<file path="src/rtl/hilo_muldiv_unit.sv">
// Iterative multiply/divide unit owning the HI/LO registers.
// One shift-add or restoring shift-subtract step per clock, then a sign-fix cycle.
module hilo_muldiv_unit #(
   parameter int         WIDTH    = 32,
   parameter logic [1:0] OP_MULT  = 2'b00,
   parameter logic [1:0] OP_MULTU = 2'b01,
   parameter logic [1:0] OP_DIV   = 2'b10,
   parameter logic [1:0] OP_DIVU  = 2'b11
) (
   input  logic             clock,
   input  logic             reset,
   input  logic             start,
   input  logic [1:0]       op,
   input  logic [WIDTH-1:0] src_a,
   input  logic [WIDTH-1:0] src_b,
   input  logic             mthi,
   input  logic             mtlo,
   input  logic [WIDTH-1:0] wdata,
   input  logic             flush,
   output logic             busy,
   output logic             done,
   output logic             div_zero,
   output logic [WIDTH-1:0] hi,
   output logic [WIDTH-1:0] lo
);

   localparam int              CNT_W = $clog2(WIDTH);
   localparam logic [CNT_W-1:0] LAST = CNT_W'(WIDTH - 1);

   typedef enum logic [1:0] {IDLE, CALC, FIX} state_t;

   state_t             state, state_nxt;
   logic               accept;
   logic               op_div, op_signed, b_zero;
   logic [WIDTH-1:0]   abs_a, abs_b;
   logic [CNT_W-1:0]   count;
   logic [2*WIDTH-1:0] acc;
   logic [WIDTH-1:0]   opnd_b;
   logic               is_div, neg_res, neg_rem, zero_div;

   assign op_div    = (op == OP_DIV) || (op == OP_DIVU);
   assign op_signed = (op == OP_MULT) || (op == OP_DIV);
   assign b_zero    = (src_b == '0);
   assign abs_a     = (op_signed && src_a[WIDTH-1]) ? -src_a : src_a;
   assign abs_b     = (op_signed && src_b[WIDTH-1]) ? -src_b : src_b;
   assign busy      = (state != IDLE);

   // Multiply step: acc = {partial product, remaining multiplier bits}.
   logic [WIDTH:0]     mul_sum;
   logic [2*WIDTH-1:0] mul_step;
   assign mul_sum  = {1'b0, acc[2*WIDTH-1:WIDTH]} + {1'b0, (acc[0] ? opnd_b : {WIDTH{1'b0}})};
   assign mul_step = {mul_sum, acc[WIDTH-1:1]};

   // Divide step: acc = {partial remainder, dividend bits shifting into quotient}.
   logic [WIDTH:0]     rem_shift;
   logic [WIDTH+1:0]   div_diff;
   logic               fits;
   logic [WIDTH-1:0]   new_rem;
   logic [2*WIDTH-1:0] div_step;
   assign rem_shift = acc[2*WIDTH-1:WIDTH-1];
   assign div_diff  = {1'b0, rem_shift} - {2'b00, opnd_b};
   assign fits      = ~div_diff[WIDTH+1];
   assign new_rem   = fits ? div_diff[WIDTH-1:0] : rem_shift[WIDTH-1:0];
   assign div_step  = {new_rem, acc[WIDTH-2:0], fits};

   logic [2*WIDTH-1:0] prod_fix;
   logic [WIDTH-1:0]   quot_fix, rem_fix;
   assign prod_fix = neg_res ? -acc : acc;
   assign quot_fix = neg_res ? -acc[WIDTH-1:0] : acc[WIDTH-1:0];
   assign rem_fix  = neg_rem ? -acc[2*WIDTH-1:WIDTH] : acc[2*WIDTH-1:WIDTH];

   always_ff @(posedge clock or negedge reset) begin
      if (!reset) state <= IDLE;
      else        state <= state_nxt;
   end

   // NOTE: every always_comb output gets a default first so no path holds a stale value (no latch).
   always_comb begin
      state_nxt = state;
      accept    = 1'b0;
      case (state)
         IDLE: if (start && !flush) begin
            accept    = 1'b1;
            state_nxt = (op_div && b_zero) ? FIX : CALC;
         end
         CALC: if (flush)              state_nxt = IDLE;
               else if (count == LAST) state_nxt = FIX;
         FIX:  state_nxt = IDLE;
         default: state_nxt = IDLE;
      endcase
   end

   // NOTE: sequential state uses non-blocking assignments so all registers update from pre-edge values.
   always_ff @(posedge clock or negedge reset) begin
      if (!reset) begin
         count    <= '0;
         acc      <= '0;
         opnd_b   <= '0;
         is_div   <= 1'b0;
         neg_res  <= 1'b0;
         neg_rem  <= 1'b0;
         zero_div <= 1'b0;
         hi       <= '0;
         lo       <= '0;
         done     <= 1'b0;
         div_zero <= 1'b0;
      end else begin
         done     <= 1'b0;
         div_zero <= 1'b0;
         if (accept) begin
            count    <= '0;
            acc      <= {{WIDTH{1'b0}}, abs_a};
            opnd_b   <= abs_b;
            is_div   <= op_div;
            neg_res  <= op_signed && (src_a[WIDTH-1] ^ src_b[WIDTH-1]);
            neg_rem  <= op_signed && src_a[WIDTH-1];
            zero_div <= op_div && b_zero;
         end else if (state == CALC && !flush) begin
            count <= count + CNT_W'(1);
            acc   <= is_div ? div_step : mul_step;
         end else if (state == FIX && !flush) begin
            done <= 1'b1;
            if (zero_div)    div_zero <= 1'b1;
            else if (is_div) {hi, lo} <= {rem_fix, quot_fix};
            else             {hi, lo} <= prod_fix;
         end else if (state == IDLE && !flush) begin
            if (mthi) hi <= wdata;
            if (mtlo) lo <= wdata;
         end
      end
   end

endmodule

</file>
<file path="config.mk">
export PLATFORM = sky130hd
export DESIGN_NAME = hilo_muldiv_unit
export DESIGN_NICKNAME = d
export VERILOG_FILES = /design/src/rtl/hilo_muldiv_unit.sv
export SDC_FILE = /design/constraint.sdc
export NUM_CORES = 1
export LEC_CHECK = 0
export BUFFER_PORTS_ARGS = -buffer_cell sky130_fd_sc_hd__buf_2
export CORE_MARGIN = 4
export CORE_UTILIZATION = 50
export CTS_CLUSTER_SIZE = 40
export DETAILED_ROUTE_END_ITERATION = 6
export PLACE_DENSITY = 0.77
export SYNTH_ARGS = -nofsm -noshare
export SYNTH_HDL_FRONTEND = slang
export SYNTH_SLANG_ARGS = --single-unit
</file>
<file path="constraint.sdc">
create_clock -name clock -period 6.4 [get_ports clock]
set_input_delay 0.64 -clock clock [delete_from_list [all_inputs] [get_ports clock]]
set_output_delay 0.64 -clock clock [all_outputs]
set_load 0.005 [all_outputs]
</file>
==> summary.txt <==
Synth
  – Synthesized cell area: 14,100 um2
  – Synthesis warning total: 0
  – FFs w/ async S/R, synth: 100%
  – Post-synthesis area per instance: slightly below 8 um2
  – Seq cells post-synth: 173
  – Distinct cells, synth: 71
  – Syn_nets: 1,990
  – Seq/Total Area, Yosys: between 30% and 40%
  – Share of the synthesized area in the top cell type: 30.7%
  – Post-synth EDFFs: 0
  – Top FF cell, synth: dfrtp_1
  – Gate Count Post-Synth: 1,814
  – Largest area contributor in the netlist: dfrtp_1
  – Top post-synthesis cells by area: dfrtp_1 31%, o21ai_0 7.7%, nand2_1 6.5%, ha_1 6.2%, xnor2_1 6.1%

Worst setup path
  – Critical path class: flip-flop to flip-flop
  – Worst-case reg-to-reg path depth: 13
  – Most used cell, CP: a21oi_1
  – Crit end category: flip-flop
  – Cell Chain, Critical Path: inv_1 > nor2_1 > ha_1 > a211o_1 > a21oi_1 > a211oi_1 > a2111oi_2 > o21ai_0 > a21oi_1 > nand3b_1 > nand2_1 > xnor2_1 > a221o_1
  – Reg-to-reg setup timing slack: 2110 ps
  – Critical Path Source Type: flip-flop
  – Worst path max stage delay: 640 ps
  – FF-to-FF Start: acc[0]
  – Crit Path Max Fanout: 21
  – Crit-path slowest cell: a2111oi_2
  – Critical Path RT: just under 7000 ps
  – Reg2reg end: acc[56]
  – CP Data Arrival Time: 4620 ps

Global route
  – Pin count of the biggest net entering global routing: 121
  – Antenna violations before repair: 0
  – First-pass GRT wire length: 70,500 um
  – Total track usage: between 20 and 30%
  – Vias in the first global route: between 10,000 and 15,000
  – Gr ovfl total: 0

Timing
  – Final worst-path cycle share: about two thirds
  – Worst-margin pin slew: approximately 1200 ps
  – Tmin final: between 4000 and 5000 ps
  – Fmax: 0.233 GHz
  – WHS: around 180 ps
  – RSZ-0062 raised after global routing: no
  – Slew Limit Headroom: 18.3%
  – Final setup viols: 0
  – Worst Skew: 19.3 ps
  – Final hold viol count: 0
  – Post-route setup slack: 2110 ps
  – Final Max Slew Viols: 0
  – Total negative setup slack: 0 ps

Detailed routing
  – Via density: 6.07
  – Vias: 14,000
  – # DRC: 0
  – WL/cell: 19.5 um
  – Uppermost layer routed: met4
  – DRT met1 WL: 19,900 um
  – First-pass iteration count of the detailed router: 6
  – Routed Antenna Nets: 0
  – Routed wire length: 45,000 um
  – Routed wl met2: 19,900 um
  – Met3 WL: 3970 um
  – DR iter-0 viols: 1,559

Cells and area
  – Diodes inserted: 0
  – Sequential Area: between 4000 and 5000 um2
  – Fillers: 2,650
  – P&R area growth vs syn: 12.4%
  – Multi-input logic area: 9220 um2
  – NumNets Final: 2,096
  – Fin area: 15,900 um2
  – Share of layout cells above drive strength 1: 12.4%

Floorplan
  – Rows: 61
  – Core footprint: 27,800 um2
  – Die Ht: roughly 180 um
  – Initial core utilization: 50.8%
  – Die Area: 31,000 um2
  – Die width: around 180 um
  – Number of top-level pins: 171

Clock tree
  – Bufs on Longest Clock Path: 2
  – # H-tree levels: 4
  – CTS tree: yes
  – CTS sink count: between 150 and 200
  – Root Driver: clkbuf_16
  – Reg clk slew, reported paths: about 80 ps
  – Hold buffers post-CTS: 0
  – Clk_lat worst skew: between 400 and 500 ps
  – Post-CTS Setup Inserts: 0
  – TritonCTS buffer count: 17
  – Post-cts sizing count: 0

Pwr
  – Comb pwr share: 53.1%
  – Clock Power Share: 17.4%
  – Int Pwr: around 3.3 mW
  – Sequential fraction of design power: between 20% and 30%
  – Sw Ratio: approximately half
  – Leakage: 7.19 nW
  – Pwr dens: 402 nW/um2
  – Peak VDD IR: 239 uV
  – Power, Total: between 6 and 7 mW
  – Total net switching power: between 3 and 4 mW

Place
  – IO buf count: 170
  – GP Congestion: 0.996
  – Post-DP HPWL: 34,400 um
  – DP Area: 15,200 um2
  – Setup Slack @ Placement: 2170 ps

Status
  – Status: finished, final reports clean

Run
  – Max-cap violations: 0

Hold path
  – Worst hold path type: input pin to asynchronous set/reset pin
per-stage QoR:
| stage | utilization, % | instances |
|---|---|---|
| after floorplan | - | 1814 |
| after global placement | 54.8 | 2279 |
| after detailed placement | 54.8 | 2279 |
| after CTS | 57.1 | 2311 |
| after global routing | 57.1 | 2311 |
| final | 57.1 | 2311 |
critical path, delay by kind of cell (launching register included):
kind,cells,cell delay [ps]
and+or+nand+nor,3,420
DFF,1,490
AOI/OAI and AO/OA,7,2280
xor gates and xnor gates,1,130
adders and majority gates,1,270
buffers and inverters,1,580
flip-flops by register name (all words and copies together), names as in the netlist:
register  flops
neg_rem       1
done          1
zero_div      1
lo           32
state         2
div_zero      1
hi           32
opnd_b       32
neg_res       1
is_div        1
acc          64
count         5
power groups by stage:
stage          clock (mW)  combinational [mW]  sequential (mW)
2_1_floorplan           0                2.53             1.67
3_3_place_gp            0                3.27             1.87
3_5_place_dp            0                3.32             1.88
4_1_cts              1.11                3.34             1.86
5_1_grt              1.17                3.75             1.92
6_report             1.11                3.39             1.88
cells in the mapped netlist, types with 38 or more instances:
master and instances:
dfrtp_1 173, o211ai_1 45, inv_1 64, clkbuf_1 83
xor2_1 73, a21oi_1 163, nand2_1 246, nor2_1 170
mux2i_1 38, ha_1 70, o21ai_0 217, xnor2_1 98
how the worst max path moves through the flow:
stage                     cells past startpoint  startpoint      end
final                                        13      acc[0]  acc[56]
after global routing                         13      acc[0]  acc[56]
after CTS                                    13      acc[0]  acc[56]
after detailed placement                     13      acc[0]  acc[56]
after global placement                       13      acc[0]  acc[56]
after floorplan                              15      acc[0]  acc[56]
cell usage in the layout, fill, tap and decap left out, types with 10 or more instances in the layout:
cell type    n
o21ai_0    217
nand2_1    245
or3_1       16
ha_1        70
nor3_1      31
o211ai_1    45
and2_1      28
a21o_1      23
clkinv_8    12
nand2b_1    12
inv_1       64
buf_4       12
a21oi_1    163
o31ai_1     32
clkbuf_16   17
o41ai_1     10
xnor2_1     98
xor2_1      73
a211oi_1    12
mux2i_1     38
and3_1      15
dfrtp_1    172
nor4_1      16
nor2_1     169
buf_2      169
nand3_1     16
a31oi_1     11
cell families (layout without fill, tap and decap cells):
| logic type | count (synthesis) | in the layout | share of synthesized area [%] |
|---|---|---|---|
| AO/OA/AOI/OAI | 590 | 590 | 25.2 |
| XOR/XNOR | 171 | 171 | 10.6 |
| adder cells (fa/ha/maj) | 72 | 72 | 6.49 |
| buffers and inverters | 159 | 278 | 4.26 |
| flip-flops | 173 | 173 | 30.7 |
| multiplexers | 38 | 38 | 2.70 |
| AND/OR/NAND/NOR | 611 | 611 | 20.1 |
final cells by class:
class,count,share of cell area [%]
Tap cell,378,2.98
Multi-Input combinational cell,1482,58.1
Sequential cell,173,27.3
Clock inverter,15,1.39
Clock buffer,17,2.68
Timing Repair Buffer,182,5.97
Inverter,64,1.51
layer usage:
metal  GRT usage (%)  up-vias
met2            44.5      669
li1                -     6681
met4            9.78        0
met3            4.93       77
met1            40.2     6612
met5               0        -
(Power assumes the default switching activity.)
